===== src/rtl/median_frame_ctrl.sv =====
// median_frame_ctrl
//   Frame sequencer for the 3x3 median core. A start pulse clears the core,
//   streams the (WIDTH+1)x(HEIGHT+1) extended frame (last column and last row
//   replicated from the frame edge) out of a synchronous-read source buffer,
//   and writes the WIDTH*HEIGHT core results to a destination buffer.
// Ports:
//   clk, rst          clock, synchronous active-high reset
//   start, hold       frame request (IDLE only), read-issue pause
//   busy, done, err   status: not-IDLE, end-of-frame pulse, sticky error
//   src_*             source buffer read port (data one cycle after strobe)
//   core_*            median core reset, input stream, result stream
//   dst_*             destination buffer write port
module median_frame_ctrl #(
  parameter int WIDTH      = 430,
  parameter int HEIGHT     = 554,
  parameter int ADDR_W     = 18,
  parameter int CLR_CYCLES = 2,
  parameter int DRAIN_MAX  = 4096
) (
  input  logic              clk,
  input  logic              rst,
  input  logic              start,
  input  logic              hold,
  output logic              busy,
  output logic              done,
  output logic              err,
  output logic              src_rd_en,
  output logic [ADDR_W-1:0] src_addr,
  input  logic [7:0]        src_rd_data,
  output logic              core_rst_n,
  output logic              core_in_valid,
  output logic [7:0]        core_pixel_in,
  input  logic              core_out_valid,
  input  logic [7:0]        core_pixel_out,
  input  logic [31:0]       core_out_x,
  input  logic [31:0]       core_out_y,
  output logic              dst_wr_en,
  output logic [ADDR_W-1:0] dst_addr,
  output logic [7:0]        dst_wr_data
);

  localparam int XW = $clog2(WIDTH + 1) + 1;
  localparam int YW = $clog2(HEIGHT + 1) + 1;
  localparam int CW = $clog2(CLR_CYCLES + 1) + 1;
  localparam int IW = $clog2(DRAIN_MAX + 1) + 1;
  localparam int OW = ADDR_W + 1;

  localparam logic [XW-1:0]     X_LAST    = XW'(WIDTH);
  localparam logic [XW-1:0]     X_EDGE    = XW'(WIDTH - 1);
  localparam logic [YW-1:0]     Y_LAST    = YW'(HEIGHT);
  localparam logic [YW-1:0]     Y_EDGE    = YW'(HEIGHT - 1);
  localparam logic [CW-1:0]     CLR_LAST  = CW'(CLR_CYCLES - 1);
  localparam logic [IW-1:0]     IDLE_MAX  = IW'(DRAIN_MAX);
  localparam logic [OW-1:0]     OUT_TOTAL = OW'(WIDTH * HEIGHT);
  localparam logic [ADDR_W-1:0] ROW_BACK  = ADDR_W'(WIDTH - 1);
  localparam logic [31:0]       EXP_X_END = 32'(WIDTH - 1);

  typedef enum logic [2:0] {
    S_IDLE  = 3'd0,
    S_CLR   = 3'd1,
    S_FEED  = 3'd2,
    S_DRAIN = 3'd3,
    S_DONE  = 3'd4
  } state_e;

  state_e            state_q, state_d;
  logic [CW-1:0]     clr_cnt_q, clr_cnt_d;
  logic [XW-1:0]     ex_q, ex_d;
  logic [YW-1:0]     ey_q, ey_d;
  logic [ADDR_W-1:0] src_addr_q, src_addr_d;
  logic [IW-1:0]     idle_q, idle_d;
  logic [OW-1:0]     out_cnt_q, out_cnt_d;
  logic [31:0]       exp_x_q, exp_x_d, exp_y_q, exp_y_d;
  logic              err_q, err_d, busy_q, busy_d, done_q, done_d;
  logic              core_rst_n_q, core_rst_n_d, core_in_valid_q, core_in_valid_d;
  logic              dst_wr_en_q, dst_wr_en_d;
  logic [ADDR_W-1:0] dst_addr_q, dst_addr_d;
  logic [7:0]        dst_wr_data_q, dst_wr_data_d;

  logic              rd_fire_s, feed_last_s, res_live_s, res_late_s;
  logic              out_full_s, drain_timeout_s;
  logic [IW-1:0]     idle_inc_s;
  logic [31:0]       lin_addr_s;

  // The read strobe follows hold within the same cycle so a paused cycle never issues a read.
  assign rd_fire_s       = (state_q == S_FEED) && !hold;
  assign feed_last_s     = (ex_q == X_LAST) && (ey_q == Y_LAST);
  assign res_live_s      = core_out_valid && ((state_q == S_FEED) || (state_q == S_DRAIN));
  assign out_full_s      = (out_cnt_q == OUT_TOTAL);
  // Results arriving after a complete frame are stray: flag them, never write them.
  assign res_late_s      = core_out_valid && ((state_q == S_DONE) || (state_q == S_IDLE)) && out_full_s;
  assign idle_inc_s      = idle_q + IW'(1);
  assign drain_timeout_s = (state_q == S_DRAIN) && !core_out_valid && (idle_inc_s == IDLE_MAX);
  assign lin_addr_s      = (core_out_y * 32'(WIDTH)) + core_out_x;

  // State register.
  always_ff @(posedge clk) begin
    if (rst) state_q <= S_IDLE;
    else     state_q <= state_d;
  end

  // Next-state decode.
  always_comb begin
    state_d = state_q;
    case (state_q)
      S_IDLE:  if (start) state_d = S_CLR; else state_d = S_IDLE;
      S_CLR:   if (clr_cnt_q == CLR_LAST) state_d = S_FEED; else state_d = S_CLR;
      S_FEED:  if (rd_fire_s && feed_last_s) state_d = S_DRAIN; else state_d = S_FEED;
      S_DRAIN: begin
        if (out_full_s)           state_d = S_DONE;
        else if (drain_timeout_s) state_d = S_DONE;
        else                      state_d = S_DRAIN;
      end
      S_DONE:  state_d = S_IDLE;
      default: state_d = S_IDLE;
    endcase
  end

  // Output and datapath next values: status, read walk, result write-back, error tracking.
  always_comb begin
    clr_cnt_d       = (state_q == S_CLR) ? (clr_cnt_q + CW'(1)) : CW'(0);
    ex_d            = ex_q;
    ey_d            = ey_q;
    src_addr_d      = src_addr_q;
    idle_d          = idle_q;
    out_cnt_d       = out_cnt_q;
    exp_x_d         = exp_x_q;
    exp_y_d         = exp_y_q;
    err_d           = err_q;
    busy_d          = (state_d != S_IDLE);
    done_d          = (state_d == S_DONE);
    core_rst_n_d    = (state_d != S_CLR);
    core_in_valid_d = rd_fire_s;
    dst_wr_en_d     = 1'b0;
    dst_addr_d      = dst_addr_q;
    dst_wr_data_d   = dst_wr_data_q;

    // Walk the extended frame. The address is tracked incrementally: it stalls
    // on the replicated column and steps back one row for the replicated row.
    if (rd_fire_s) begin
      if (ex_q != X_LAST) begin
        ex_d = ex_q + XW'(1);
        if (ex_q != X_EDGE) src_addr_d = src_addr_q + ADDR_W'(1);
        else                src_addr_d = src_addr_q;
      end else begin
        ex_d = XW'(0);
        if (ey_q == Y_LAST) begin
          ey_d       = YW'(0);
          src_addr_d = ADDR_W'(0);
        end else begin
          ey_d = ey_q + YW'(1);
          if (ey_q == Y_EDGE) src_addr_d = src_addr_q - ROW_BACK;
          else                src_addr_d = src_addr_q + ADDR_W'(1);
        end
      end
    end else begin
      ex_d = ex_q;
    end

    if (res_live_s) begin
      dst_wr_en_d   = 1'b1;
      dst_addr_d    = lin_addr_s[ADDR_W-1:0];
      dst_wr_data_d = core_pixel_out;
      out_cnt_d     = out_cnt_q + OW'(1);
      if ((core_out_x != exp_x_q) || (core_out_y != exp_y_q)) err_d = 1'b1;
      else                                                     err_d = err_q;
      if (exp_x_q == EXP_X_END) begin
        exp_x_d = 32'd0;
        exp_y_d = exp_y_q + 32'd1;
      end else begin
        exp_x_d = exp_x_q + 32'd1;
      end
    end else if (res_late_s) begin
      err_d = 1'b1;
    end else begin
      err_d = err_q;
    end

    if (state_q == S_DRAIN) begin
      idle_d = core_out_valid ? IW'(0) : idle_inc_s;
      if (!out_full_s && drain_timeout_s) err_d = 1'b1;
    end else begin
      idle_d = idle_q;
    end

    // An accepted start wins over a stray result in the same cycle.
    if ((state_q == S_IDLE) && start) begin
      ex_d       = XW'(0);
      ey_d       = YW'(0);
      src_addr_d = ADDR_W'(0);
      idle_d     = IW'(0);
      out_cnt_d  = OW'(0);
      exp_x_d    = 32'd0;
      exp_y_d    = 32'd0;
      err_d      = 1'b0;
    end else begin
      out_cnt_d = out_cnt_d;
    end
  end

  // Datapath and output registers.
  always_ff @(posedge clk) begin
    if (rst) begin
      clr_cnt_q       <= CW'(0);
      ex_q            <= XW'(0);
      ey_q            <= YW'(0);
      src_addr_q      <= ADDR_W'(0);
      idle_q          <= IW'(0);
      out_cnt_q       <= OW'(0);
      exp_x_q         <= 32'd0;
      exp_y_q         <= 32'd0;
      err_q           <= 1'b0;
      busy_q          <= 1'b0;
      done_q          <= 1'b0;
      core_rst_n_q    <= 1'b1;
      core_in_valid_q <= 1'b0;
      dst_wr_en_q     <= 1'b0;
      dst_addr_q      <= ADDR_W'(0);
      dst_wr_data_q   <= 8'd0;
    end else begin
      clr_cnt_q       <= clr_cnt_d;
      ex_q            <= ex_d;
      ey_q            <= ey_d;
      src_addr_q      <= src_addr_d;
      idle_q          <= idle_d;
      out_cnt_q       <= out_cnt_d;
      exp_x_q         <= exp_x_d;
      exp_y_q         <= exp_y_d;
      err_q           <= err_d;
      busy_q          <= busy_d;
      done_q          <= done_d;
      core_rst_n_q    <= core_rst_n_d;
      core_in_valid_q <= core_in_valid_d;
      dst_wr_en_q     <= dst_wr_en_d;
      dst_addr_q      <= dst_addr_d;
      dst_wr_data_q   <= dst_wr_data_d;
    end
  end

  assign busy          = busy_q;
  assign done          = done_q;
  assign err           = err_q;
  assign src_rd_en     = rd_fire_s;
  assign src_addr      = src_addr_q;
  assign core_rst_n    = core_rst_n_q;
  assign core_in_valid = core_in_valid_q;
  // Buffer data lands one cycle after the strobe and is forwarded straight to the core.
  assign core_pixel_in = core_in_valid_q ? src_rd_data : 8'd0;
  assign dst_wr_en     = dst_wr_en_q;
  assign dst_addr      = dst_addr_q;
  assign dst_wr_data   = dst_wr_data_q;

endmodule


===== config.mk =====
export PLATFORM = sky130hd
export DESIGN_NAME = median_frame_ctrl
export DESIGN_NICKNAME = d
export VERILOG_FILES = /design/src/rtl/median_frame_ctrl.sv
export SDC_FILE = /design/constraint.sdc
export NUM_CORES = 1
export LEC_CHECK = 0
export CAP_MARGIN = 25
export CORE_AREA = 2 2 201 203
export DETAILED_ROUTE_END_ITERATION = 16
export DIE_AREA = 0 0 203 205
export GPL_TIMING_DRIVEN = 0
export PLACE_DENSITY_LB_ADDON = 0.1
export SLEW_MARGIN = 0
export SYNTH_ARGS = -nofsm -noshare
export SYNTH_HDL_FRONTEND = slang
export SYNTH_SLANG_ARGS = --single-unit

===== constraint.sdc =====
create_clock -name clk -period 12 [get_ports clk]
set_input_delay 1.2 -clock clk [delete_from_list [all_inputs] [get_ports clk]]
set_output_delay 1.2 -clock clk [all_outputs]
set_load 0.03 [all_outputs]

==> impl_results.md, run 1 <==
* Outcome: finished clean
* Final WL at between 30000 and 40000 um
* Post-Syn Area at 11700 um^2
* DRC Markers at 0
* GRT Overall Usage at 0.169
* Final antenna-violating net count at 0
* H-tree Lvls at 4
* Slew headroom at 0.337
* First-pass DRT Iterations at 5
* Num Clock Sinks at approximately 170
* Delay of the slowest critical-path stage at 810 ps
* Max Buffers Root-to-Sink at 2
* Buffers on Ports at 142
* CTS tree: done
* Mean post-synth cell area at 8.09 um^2
* Via count at 10100
* Vias in the first global route at 9786
* Fmax at 0.143 GHz
* Worst-Skew Late Latency at 440 ps
* Final hold slack at 452 ps
* Post-CTS setup buffer count at 0
* Placed Instances at 2119
* Final setup vio count at 0
* Vias/cell at 4.72
* Die X at 203 um
* Flops & latches, synth at 174
* Grt ovf at 0
* Final core utilization at 0.366
* DP HPWL at 27400 um
* Share of cells above drive strength 1 at 0.0308
* Root buffer cell: clkbuf_16
* Internal power at 1.38 mW
* Die ar. at 41600 um^2
* CTS Hold Bufs at 0
* Crit start category: primary input
* Largest delay share family, worst path: adder cells
* Initial Utilization at 0.298
* Initial antenna violation count at 3
* Post-synth EDFFs at 0
* Post-synth net total at 1656
* Place WS at 4580 ps
* Final Power at 2.29 mW
* Clock power frac at 0.245
* Final Cell Area at 14400 um^2
* Combinational share of power at 0.499
* Final net count at 1817
* Leakage at approximately 5.3 nW
* Cell Pwr Density at 159 nW/um^2
* GRT busiest layer: met2
* Peak VDD IR at 0.000138 V
* Crit path max-delay cell type: clkdlybuf4s50_1
* Routed len/inst at 16.0 um
* Layout overhead on the synthesized area at 22.6%
* Measured slew at the worst slew-check pin at 986 ps
* Cells after Synth at 1452
* Unique masters post-synth at 62
* Setup WS post-layout at 5020 ps
* CP Data Required Time at 12370 ps
* Worst hold path class: flop to flop
* Met1 usage at 0.222
* Worst path bufs/invs at 5
* Final hold vios at 0
* CTS buffer count at 17
* Max-Cap Viols at 0
* Synth Flop Type: dfxtp_1
* Critical path arrival at 7340 ps
* Seq pwr share at 0.256
* Final slew viol count at 0
* GP Congestion at between 0.8 and 0.9
* Worst-path maximum fanout at 6
* First-pass GRT wire length at 54600 um
* Filler cell count at 4140
* Cts repair resizes at 0
* Clock skew at roughly 12 ps
* Psw at 915 uW
* Asr flop ratio synth at 0
* CP Cell Sequence: clkdlybuf4s50_1 -> ha_1 -> inv_1 -> fa_1 -> inv_1 -> ha_1 -> inv_1 -> fa_1 -> inv_1 -> ha_1 -> o21a_1 -> a2111oi_0 -> nor3_1 -> nor2_1 -> a21oi_1 -> xor2_1 -> ha_1 -> nand3_1 -> a2111o_1 -> a31o_2 -> and3_1 -> or3_1 -> a31oi_1
* Area after DPL at 13800 um^2
* Crit. End Element: flop
* Crit Path Category: primary input to flop
* Yosys warnings at 0
* I/O pins at 144
* Initial DRC count at between 500 and 600
* Period utilization at 0.581
* Sw Ratio at 0.399
* Period minus WS final at ~7000 ps
* FP Rows at 73
* GR Layer Usage met2 at 0.286
* Die height at 205 um
* Finished Layout Cells at 2151
* Core area at 39400 um^2
* Setup total negative slack at 0 ps
* Clock slew at reported path FFs at 70 ps
* GRT met3 Usage at 0.0305
* RSZ-0062 raised after global routing: false
* Largest net degree at the start of global routing at 17
* Ant. Diodes at 0
* Post-synthesis sequential area ratio at 0.297
-- registers in the layout, summed over array words and instances (netlist names), 3 cells and up --
| signal | flops |
|---|---|
| src_addr | 18 |
| out_cnt_q | 19 |
| ex_q | 10 |
| idle_q | 14 |
| exp_y_q | 32 |
| dst_addr | 18 |
| exp_x_q | 32 |
| state_q | 3 |
| ey_q | 11 |
| clr_cnt_q | 3 |
| dst_wr_data | 8 |
-- synthesized netlist by cell type, types with 5 or more instances --
master    instances  share of area
xnor2_1         113          0.084
nor4_1           16         0.0085
o21ai_0          61          0.026
fa_1             43          0.073
xor2_1           75          0.056
a211oi_1         12         0.0077
mux2i_1           5         0.0043
inv_1           122          0.039
nand3_1          43          0.018
buf_1             5         0.0016
clkbuf_1         47          0.015
nand2_1         136          0.043
nand2b_1          6         0.0032
o21a_1            8         0.0051
a21oi_1          86          0.037
dfxtp_1         174           0.30
ha_1             76          0.081
nor3_1           27          0.012
nand4_1          47          0.025
nor4b_1           7         0.0052
or2_2             6         0.0032
and4_1           11         0.0082
and2_1           18         0.0096
nor2_1          176          0.056
a21o_1            8         0.0051
nor2b_1           5         0.0027
a31oi_1           9         0.0048
and3_1           27          0.014
or3_1            32          0.017
-- worst paths after layout --
kind	startpoint	endpoint	slack [ps]	cells past startpoint
hold / removal	dst_addr[14]$_SDFFE_PP0P_	dst_addr[14]$_SDFFE_PP0P_	450	2
setup reg to reg	exp_x_q[0]$_SDFFE_PP0P_	exp_y_q[31]$_SDFFE_PP0P_	8840	9
setup / recovery	core_out_y[0]	dst_addr[17]$_SDFFE_PP0P_	5020	23
hold reg to reg	dst_addr[14]$_SDFFE_PP0P_	dst_addr[14]$_SDFFE_PP0P_	450	2
-- power by group through the flow --
stage               registers (mW)  clock network (mW)  logic [mW]
floorplan                    0.608                   0       0.853
global placement             0.600                   0        1.13
detailed placement           0.600                   0        1.14
CTS                          0.586               0.581        1.14
global route                 0.587               0.605        1.29
finish                       0.586               0.561        1.14
-- logic make-up (layout without fill, tap and decap cells) --
| kind of cell | count (synthesis) | after routing | share of synthesized area |
|---|---|---|---|
| AOI/OAI and AO/OA | 210 | 210 | 0.105 |
| xor gates and xnor gates | 188 | 188 | 0.140 |
| adders and majority gates | 119 | 119 | 0.154 |
| buffers and inverters | 178 | 352 | 0.0575 |
| DFF | 174 | 174 | 0.297 |
| muxes | 6 | 6 | 0.00522 |
| and+or+nand+nor | 577 | 577 | 0.241 |
-- metal layers --
| layer | vias up | routed length (um) |
|---|---|---|
| li1 | 5207 | - |
| met3 | 35 | 1170 |
| met1 | 4746 | 16300 |
| met4 | 6 | 578 |
| met2 | 152 | 16400 |
| met5 | - | 37 |
-- placed cells by master, fill, tap and decap left out, types with 4 or more instances in the layout --
master / n
inv_1: 122
and3_1: 27
nor2b_1: 5
fa_1: 43
a21oi_1: 86
mux2i_1: 5
nand2b_1: 6
nor4b_1: 7
xor2_1: 75
o21ai_0: 61
clkbuf_1: 48
nand4_1: 47
a211oi_1: 12
nor3_1: 27
a31oi_1: 9
or3_1: 32
and4_1: 11
nor3b_1: 4
and2_1: 18
nor4_1: 16
xnor2_1: 113
or2_2: 6
buf_1: 5
ha_1: 76
clkdlybuf4s50_1: 142
nand3_1: 43
o21a_1: 8
nand2_1: 136
nand3b_1: 4
nor2_1: 176
dfxtp_1: 174
clkbuf_16: 17
a21o_1: 8
-- worst min-delay path, cell delays in order (launching register included) --
cell	delay (ps)
dfxtp_1	310
nand2_1	50
a21oi_1	50
-- final cells by class --
cell class	count	area [um^2]	area share
buffer	56	218	0.0151
inverter	122	458	0.0318
sequential	174	3480	0.242
timing repair buffer	142	1420	0.0987
clock inverter	11	106	0.00739
multi-input combinational	1100	7590	0.527
tap	525	657	0.0456
clock buffer	21	470	0.0327
No activity file was read; power rests on OpenSTA's default activity.
==> inputs of run 2 (changes only) <==
==> constraint.sdc (replaced) <==
create_clock -name clk -period 7 [get_ports clk]
set_input_delay 0.7 -clock clk [delete_from_list [all_inputs] [get_ports clk]]
set_output_delay 0.7 -clock clk [all_outputs]
set_load 0.03 [all_outputs]
==> results of run 2 <==
Same layout as run 1 (identical final DEF). Status: finished clean.
Main changes from that run: setup slack after placement 4580 ps -> 81.7 ps; setup slack after layout 5020 ps -> 525 ps; register-to-register setup slack 8840 ps -> 3840 ps; total power 2.29 mW -> 3.93 mW; worst IR drop on VDD 0.000138 V -> 0.000236 V
